`src/rtl/rng_byte_source.sv`:
```
// ============================================================================
// rng_byte_source : LFSR/entropy mixer with von Neumann debias, byte packer
// Revision 1.0
// ============================================================================
`default_nettype none

module rng_byte_source #(
    parameter int                LFSR_W    = 32,
    parameter logic [LFSR_W-1:0] SEED      = 32'hACE12468,
    parameter logic [LFSR_W-1:0] TAPS      = 32'h80200003,
    parameter int                BURST_LEN = 64,
    parameter int                CNT_W     = 7
) (
    input  logic              clk_i,
    input  logic              rst_i,
    input  logic              start_i,
    input  logic              abort_i,
    input  logic              entropy_i,
    input  logic              bypass_i,
    input  logic              seed_load_i,
    input  logic [LFSR_W-1:0] seed_i,
    output logic              write_o,
    output logic [7:0]        data_o,
    output logic [CNT_W-1:0]  byte_cnt_o,
    output logic              busy_o,
    output logic              done_o
);

    localparam logic [1:0]       S_IDLE   = 2'd0;
    localparam logic [1:0]       S_RUN    = 2'd1;
    localparam logic [1:0]       S_DONE   = 2'd2;
    localparam logic [CNT_W-1:0] LAST_CNT = CNT_W'(BURST_LEN - 1);

    logic [1:0]        state_q, state_d;
    logic [LFSR_W-1:0] lfsr_q, lfsr_d;
    logic              phase_q, phase_d;
    logic              b0_q, b0_d;
    logic [2:0]        bitcnt_q, bitcnt_d;
    logic [7:0]        sr_q, sr_d;
    logic [7:0]        data_q, data_d;
    logic              write_q, write_d;
    logic [CNT_W-1:0]  cnt_q, cnt_d;

    logic              w_raw;
    logic              w_accept;
    logic              w_byte_done;
    logic [LFSR_W-1:0] w_lfsr_step;

    assign w_lfsr_step = (lfsr_q >> 1) ^ (lfsr_q[0] ? TAPS : '0);
    assign w_raw       = bypass_i ? entropy_i : (lfsr_q[0] ^ entropy_i);
    // Abort wins over byte completion, so it masks acceptance entirely.
    assign w_accept    = (state_q == S_RUN) && phase_q && (b0_q != w_raw) && !abort_i;
    assign w_byte_done = w_accept && (bitcnt_q == 3'd7);

    // State register
    always_ff @(posedge clk_i) begin
        if (!rst_i) begin
            state_q <= S_IDLE;
        end else begin
            state_q <= state_d;
        end
    end

    // Next-state logic
    always_comb begin
        state_d = state_q;
        case (state_q)
            S_IDLE, S_DONE: begin
                if (start_i) state_d = S_RUN;
            end
            S_RUN: begin
                if (abort_i)                                 state_d = S_IDLE;
                else if (w_byte_done && (cnt_q == LAST_CNT)) state_d = S_DONE;
            end
            default: state_d = S_IDLE;
        endcase
    end

    // Output decode from registered state
    always_comb begin
        busy_o = (state_q == S_RUN);
        done_o = (state_q == S_DONE);
    end

    always_comb begin
        lfsr_d   = lfsr_q;
        phase_d  = phase_q;
        b0_d     = b0_q;
        bitcnt_d = bitcnt_q;
        sr_d     = sr_q;
        data_d   = data_q;
        write_d  = 1'b0;
        cnt_d    = cnt_q;
        case (state_q)
            S_IDLE, S_DONE: begin
                if (seed_load_i) lfsr_d = (seed_i == '0) ? SEED : seed_i;
                if (start_i) begin
                    cnt_d    = '0;
                    bitcnt_d = '0;
                    phase_d  = 1'b0;
                    sr_d     = '0;
                end
            end
            S_RUN: begin
                lfsr_d  = w_lfsr_step;
                phase_d = ~phase_q;
                if (abort_i) begin
                    phase_d  = 1'b0;
                    bitcnt_d = '0;
                    sr_d     = '0;
                end else if (!phase_q) begin
                    b0_d = w_raw;
                end else if (w_accept) begin
                    sr_d     = {sr_q[6:0], b0_q};
                    bitcnt_d = bitcnt_q + 3'd1;
                    if (w_byte_done) begin
                        data_d  = {sr_q[6:0], b0_q};
                        write_d = 1'b1;
                        cnt_d   = cnt_q + 1'b1;
                    end
                end
            end
            default: ;
        endcase
    end

    always_ff @(posedge clk_i) begin
        if (!rst_i) begin
            lfsr_q   <= SEED;
            phase_q  <= 1'b0;
            b0_q     <= 1'b0;
            bitcnt_q <= '0;
            sr_q     <= '0;
            data_q   <= '0;
            write_q  <= 1'b0;
            cnt_q    <= '0;
        end else begin
            lfsr_q   <= lfsr_d;
            phase_q  <= phase_d;
            b0_q     <= b0_d;
            bitcnt_q <= bitcnt_d;
            sr_q     <= sr_d;
            data_q   <= data_d;
            write_q  <= write_d;
            cnt_q    <= cnt_d;
        end
    end

    assign write_o    = write_q;
    assign data_o     = data_q;
    assign byte_cnt_o = cnt_q;

endmodule

`default_nettype wire
```
`config.mk`:
```
export PLATFORM = sky130hd
export DESIGN_NAME = rng_byte_source
export DESIGN_NICKNAME = d
export VERILOG_FILES = /design/src/rtl/rng_byte_source.sv
export SDC_FILE = /design/constraint.sdc
export NUM_CORES = 1
export LEC_CHECK = 0
export BUFFER_PORTS_ARGS = -buffer_cell sky130_fd_sc_hd__clkbuf_2
export CORE_ASPECT_RATIO = 0.8
export CORE_MARGIN = 2
export CORE_UTILIZATION = 35
export CTS_BUF_LIST = sky130_fd_sc_hd__clkbuf_16
export DETAILED_ROUTE_END_ITERATION = 10
export PLACE_DENSITY_LB_ADDON = 0.2
export SKIP_CTS_REPAIR_TIMING = 1
export SLEW_MARGIN = 0
export SYNTH_ARGS = -nofsm -noshare
export SYNTH_HDL_FRONTEND = slang
export SYNTH_SLANG_ARGS = --single-unit
```
`constraint.sdc`:
```
create_clock -name clk_i -period 2.4 [get_ports clk_i]
set_input_delay 0.72 -clock clk_i [delete_from_list [all_inputs] [get_ports clk_i]]
set_output_delay 0.72 -clock clk_i [all_outputs]
set_load 0.05 [all_outputs]
```
# Yosys cells after proc, flatten, opt, wreduce, memory -nomap -nowiden
# Cells that the tools add are included.
# totals
in_bits	39
ff_bits	62
wordCells	79
mem_bits_ro	0
mem_bits_rw	0
latch_bits	0
out_inout_bits	18
memories	0
# classes
multipliers	0
shift	0
n_reduce_logical	18
eq_ne	14
div_mod_pow	0
add_sub_neg	2
mux	29
n_bitwise	7
n_lt_le_gt_ge	0
# ops
op	count
32-bit two-way mux	3
32-bit one-hot mux with 2 select lines	1
7-bit two-way mux	9
32-bit zero test	1
31-bit by 32-bit bitwise XOR with 32-bit output	1
7-bit one-hot mux with 2 select lines	2
3-bit two-way mux	4
3-bit by 2-bit != test with 1-bit output (second input constant)	3
7-bit by 1-bit adder with 7-bit output (second input constant)	1
7-bit by 6-bit == test with 1-bit output (second input constant)	1
2-bit two-way mux	3
2-bit by 1-bit != test with 1-bit output (second input constant)	3
2-bit != test (second input constant)	3
3-bit one-hot mux with 2 select lines	1
2-bit AND reduction	3
6-bit AND reduction	1
1-bit logical AND	5
1-bit NOT	5
5-bit AND reduction	1
5-bit OR reduction	1
1-bit two-way mux	4
2-bit one-hot mux with 2 select lines	1
4-bit AND reduction	1
3-bit by 1-bit adder with 3-bit output (second input constant)	1
11 further kinds	11

# Logic depth before layout (Yosys ltp)
# depth
word_depth	11
mapped_depth	7

# Worst setup path before layout
# Ideal clock, no wire load.
# synth_path
path_kind	flip-flop to output port
from	reg state_q[0]
to	out busy_o
path_stages_with_launch	5
required_time_ns	1.680
setup_slack_ns	0.325
arrival_time_ns	1.355
path_buffers	2
path_cell_list	dfxtp_1 nand2b_1 buf_2 clkinv_1 clkbuf_1
# synth_via
elab_chain_cells	1
# synth_lines
element	line	rtl
start, declared	34	logic [1:0] state_q, state_d;
start signal, assigned	60	state_q <= state_d;
2-bit by 1-bit == test with 1-bit output	81	busy_o = (state_q == S_RUN);
end, declared	25	output logic busy_o,
# No other way between the ends.

# Worst setup path after layout
# Ends and elaborated chain as after synthesis.

==> metrics.txt <==
Clock Skews=0.004977 ns; WL/cell=approximately 15 µm; Unique masters post-synth=40; RSZ-0062 raised after global routing=false; Worst EP arrival=between 1.5 and 2 ns; Setup crit end kind=output port; kind of start point of the critical path=register; Longest Clk Path Bufs=2; worst vdd ir=258.5 µV; top post-synthesis cells by area=dfxtp_1 48%, nor2_1 6.2%, o221ai_1 5.7%; worst r2r dst=byte_cnt_o[5]; Mapped Area=around 0.0026 mm²; worst path cell trace=nand2b_1 > clkinv_1 > clkbuf_2; Crit path largest cell delay=0.35 ns; max-slew violations=0; measured slew at the worst slew-check pin=about 0.7 ns; Max-slew headroom=between 50% and 60%; grt total ovfl=0; max_cap viols=0; vias=about 2500; R2R Path Start=lfsr_q[0]; die area=between 0.008 and 0.009 mm²; r2r setup slk=~0.54 ns; R2R depth=5; multi-input logic area=0.001277 mm²; largest net degree at the start of global routing=36; routed vias/inst=~5.4; Synth top cells by count=62 x dfxtp_1, 43 x nor2_1, 26 x nand3_1, 26 x o21ai_0, 24 x nand2_1; Std-Cell Rows=28; Fin Hold WS=about 0.47 ns; first-pass GRT wire length=10610 µm; EDFF count, synth=0; sequential share of the synthesized area=47.58%; CTS sink cnt=62; final setup violation count=0; Post-synth ARST share=0%; DR pass1 iterations=5; flops & latches, synth=62; First DRT Iteration DRCs=between 90 and 100; Yosys top cell area share=a little under half; Critical Path RT=between 1.5 and 2 ns; Avg Cell Area, Syn=~8.6 µm²; initial antenna violation count=0; Pwr Density=768.7 mW/mm²; area leader, netlist=dfxtp_1; Core Area=about 0.0073 mm²; input/output buffers=between 50 and 60; H-tree depth=3; n_diodes=0; number of synthesis warnings=0; worst setup path class=reg2out; Hold Vio Cnt, Final=0; FILL cells=728; die height=between 80 and 90 µm; period utilization=93.17%; Critical Path Slowest Stage Cell=dfxtp_1; number of buffers and inverters on the critical path=2; initial core utilization=approximately 36%; TritonCTS clock tree=yes; Finished Core Util=between 40% and 50%; DRT antenna net count=0; CP max FO=9; nets=slightly above 400; Die W=between 100 and 150 µm; top_reg_cell synth=dfxtp_1; Peak Freq=~450 MHz; WHS Endpoint=lfsr_q[21]; top-count cell post-synth=dfxtp_1; HP Class=reg2reg; IO Pins=57; hold depth=2; Post-Synthesis Cells=roughly 300; CTS buffer count=9; clock transition at the registers of the reported paths=around 0.05 ns; share of layout cells above drive strength 1=23.98%; DPL Wire Length=4616 µm; # DRC=0; Clock Latency Late Sink=~0.32 ns; status=finished clean; P&R area growth vs syn=25.95%; syn_nets=about 350; TNS Setup=0 ns; Hold Crit Start=lfsr_q[21]; vias in the first global route=~2200; Final min period=2.236 ns; Leakage=about 0.0013 µW; clock root buffer=clkbuf_16; gr usage total=roughly 17%; CP delay by family, top=buffers and inverters; Routed WL=6634 µm; gpl congestion=0.8055; register area=~0.0012 mm²
## cells in the final DEF (no fill, tap or decap), types with 2 or more instances in the layout
cell | netlist | routed
dfxtp_1 | 62 | 62
clkbuf_2 | 0 | 56
nor2_1 | 43 | 43
nand3_1 | 26 | 26
o21ai_0 | 26 | 26
nand2_1 | 24 | 24
o221ai_1 | 17 | 17
a22oi_1 | 12 | 12
buf_4 | 0 | 11
clkbuf_16 | 0 | 9
nor4_1 | 8 | 8
o22ai_1 | 8 | 8
nand4_1 | 7 | 7
a21oi_1 | 6 | 6
inv_1 | 2 | 5
xnor2_1 | 4 | 4
o31ai_1 | 4 | 4
nand2b_1 | 3 | 3
nor2b_1 | 3 | 3
and3_1 | 3 | 3
xor2_1 | 3 | 3
ha_1 | 3 | 3
clkinv_2 | 0 | 3
a21boi_0 | 2 | 2
## how the worst max path moves through the flow
stage | from | cells after the start | endpoint
after CTS | state_q[0] | 3 | busy_o
after global placement | entropy_i | 6 | byte_cnt_o[5]
after global routing | state_q[0] | 3 | busy_o
after floorplan | state_q[0] | 4 | busy_o
final | state_q[0] | 3 | busy_o
after detailed placement | entropy_i | 6 | byte_cnt_o[5]
## logic make-up (layout without fill, tap and decap cells)
logic type | count (synthesis) | in the layout | synth area share [%]
buf+inv | 23 | 87 | 3.453
fa+ha+maj | 3 | 3 | 1.439
compound gates | 80 | 80 | 20.58
xor+xnor | 8 | 8 | 2.974
simple gates | 127 | 127 | 23.98
flops | 62 | 62 | 47.58
## metal layers
layer / share of wire (%) / global-route usage (%) / vias up
li1: - / - / 1237
met1: 52 / 24.10 / 1156
met2: 41 / 22.55 / 63
met3: 5.7 / 6.196 / 4
met4: 0.80 / 5.753 / 0
met5: 0 / 0 / -
## final cells by class
| type | instances | area share [%] |
|---|---|---|
| repair buffers | 68 | 11.65 |
| clock buffers | 9 | 6.855 |
| multi-input cells | 218 | 38.88 |
| inverters | 3 | 0.3427 |
| clock inverters | 7 | 1.066 |
| well taps | 90 | 3.427 |
| flip-flops and latches | 62 | 37.78 |
## metrics by stage
stage	total power, µW	worst slack [ns]	area (µm²)	cells
after global routing	2643	0.04381	3286	457
after global placement	1419	0.2126	3025	441
after detailed placement	1423	0.1615	3025	441
after CTS	2553	0.1180	3286	457
final	2526	0.1638	3286	457
after floorplan	1316	0.3251	2609	303
## registers in the layout, summed over array words and instances (netlist names)
register and count:
phase_q 1, data_o 8, bitcnt_q 3, sr_q 7, state_q 2, b0_q 1
lfsr_q 32, write_o 1, byte_cnt_o 7
## worst min-delay path: stages, from the launching register on
cell,delay (ns)
dfxtp_1,0.32
nand2_1,0.05
nand3_1,0.06
## report_power, final
part	total, µW	internal, µW	switching (µW)
registers	1130	1090	36.7
logic	277	114	163
clock network	1120	682	441
total	2530	1880	641
No activity file was read; power rests on OpenSTA's default activity.
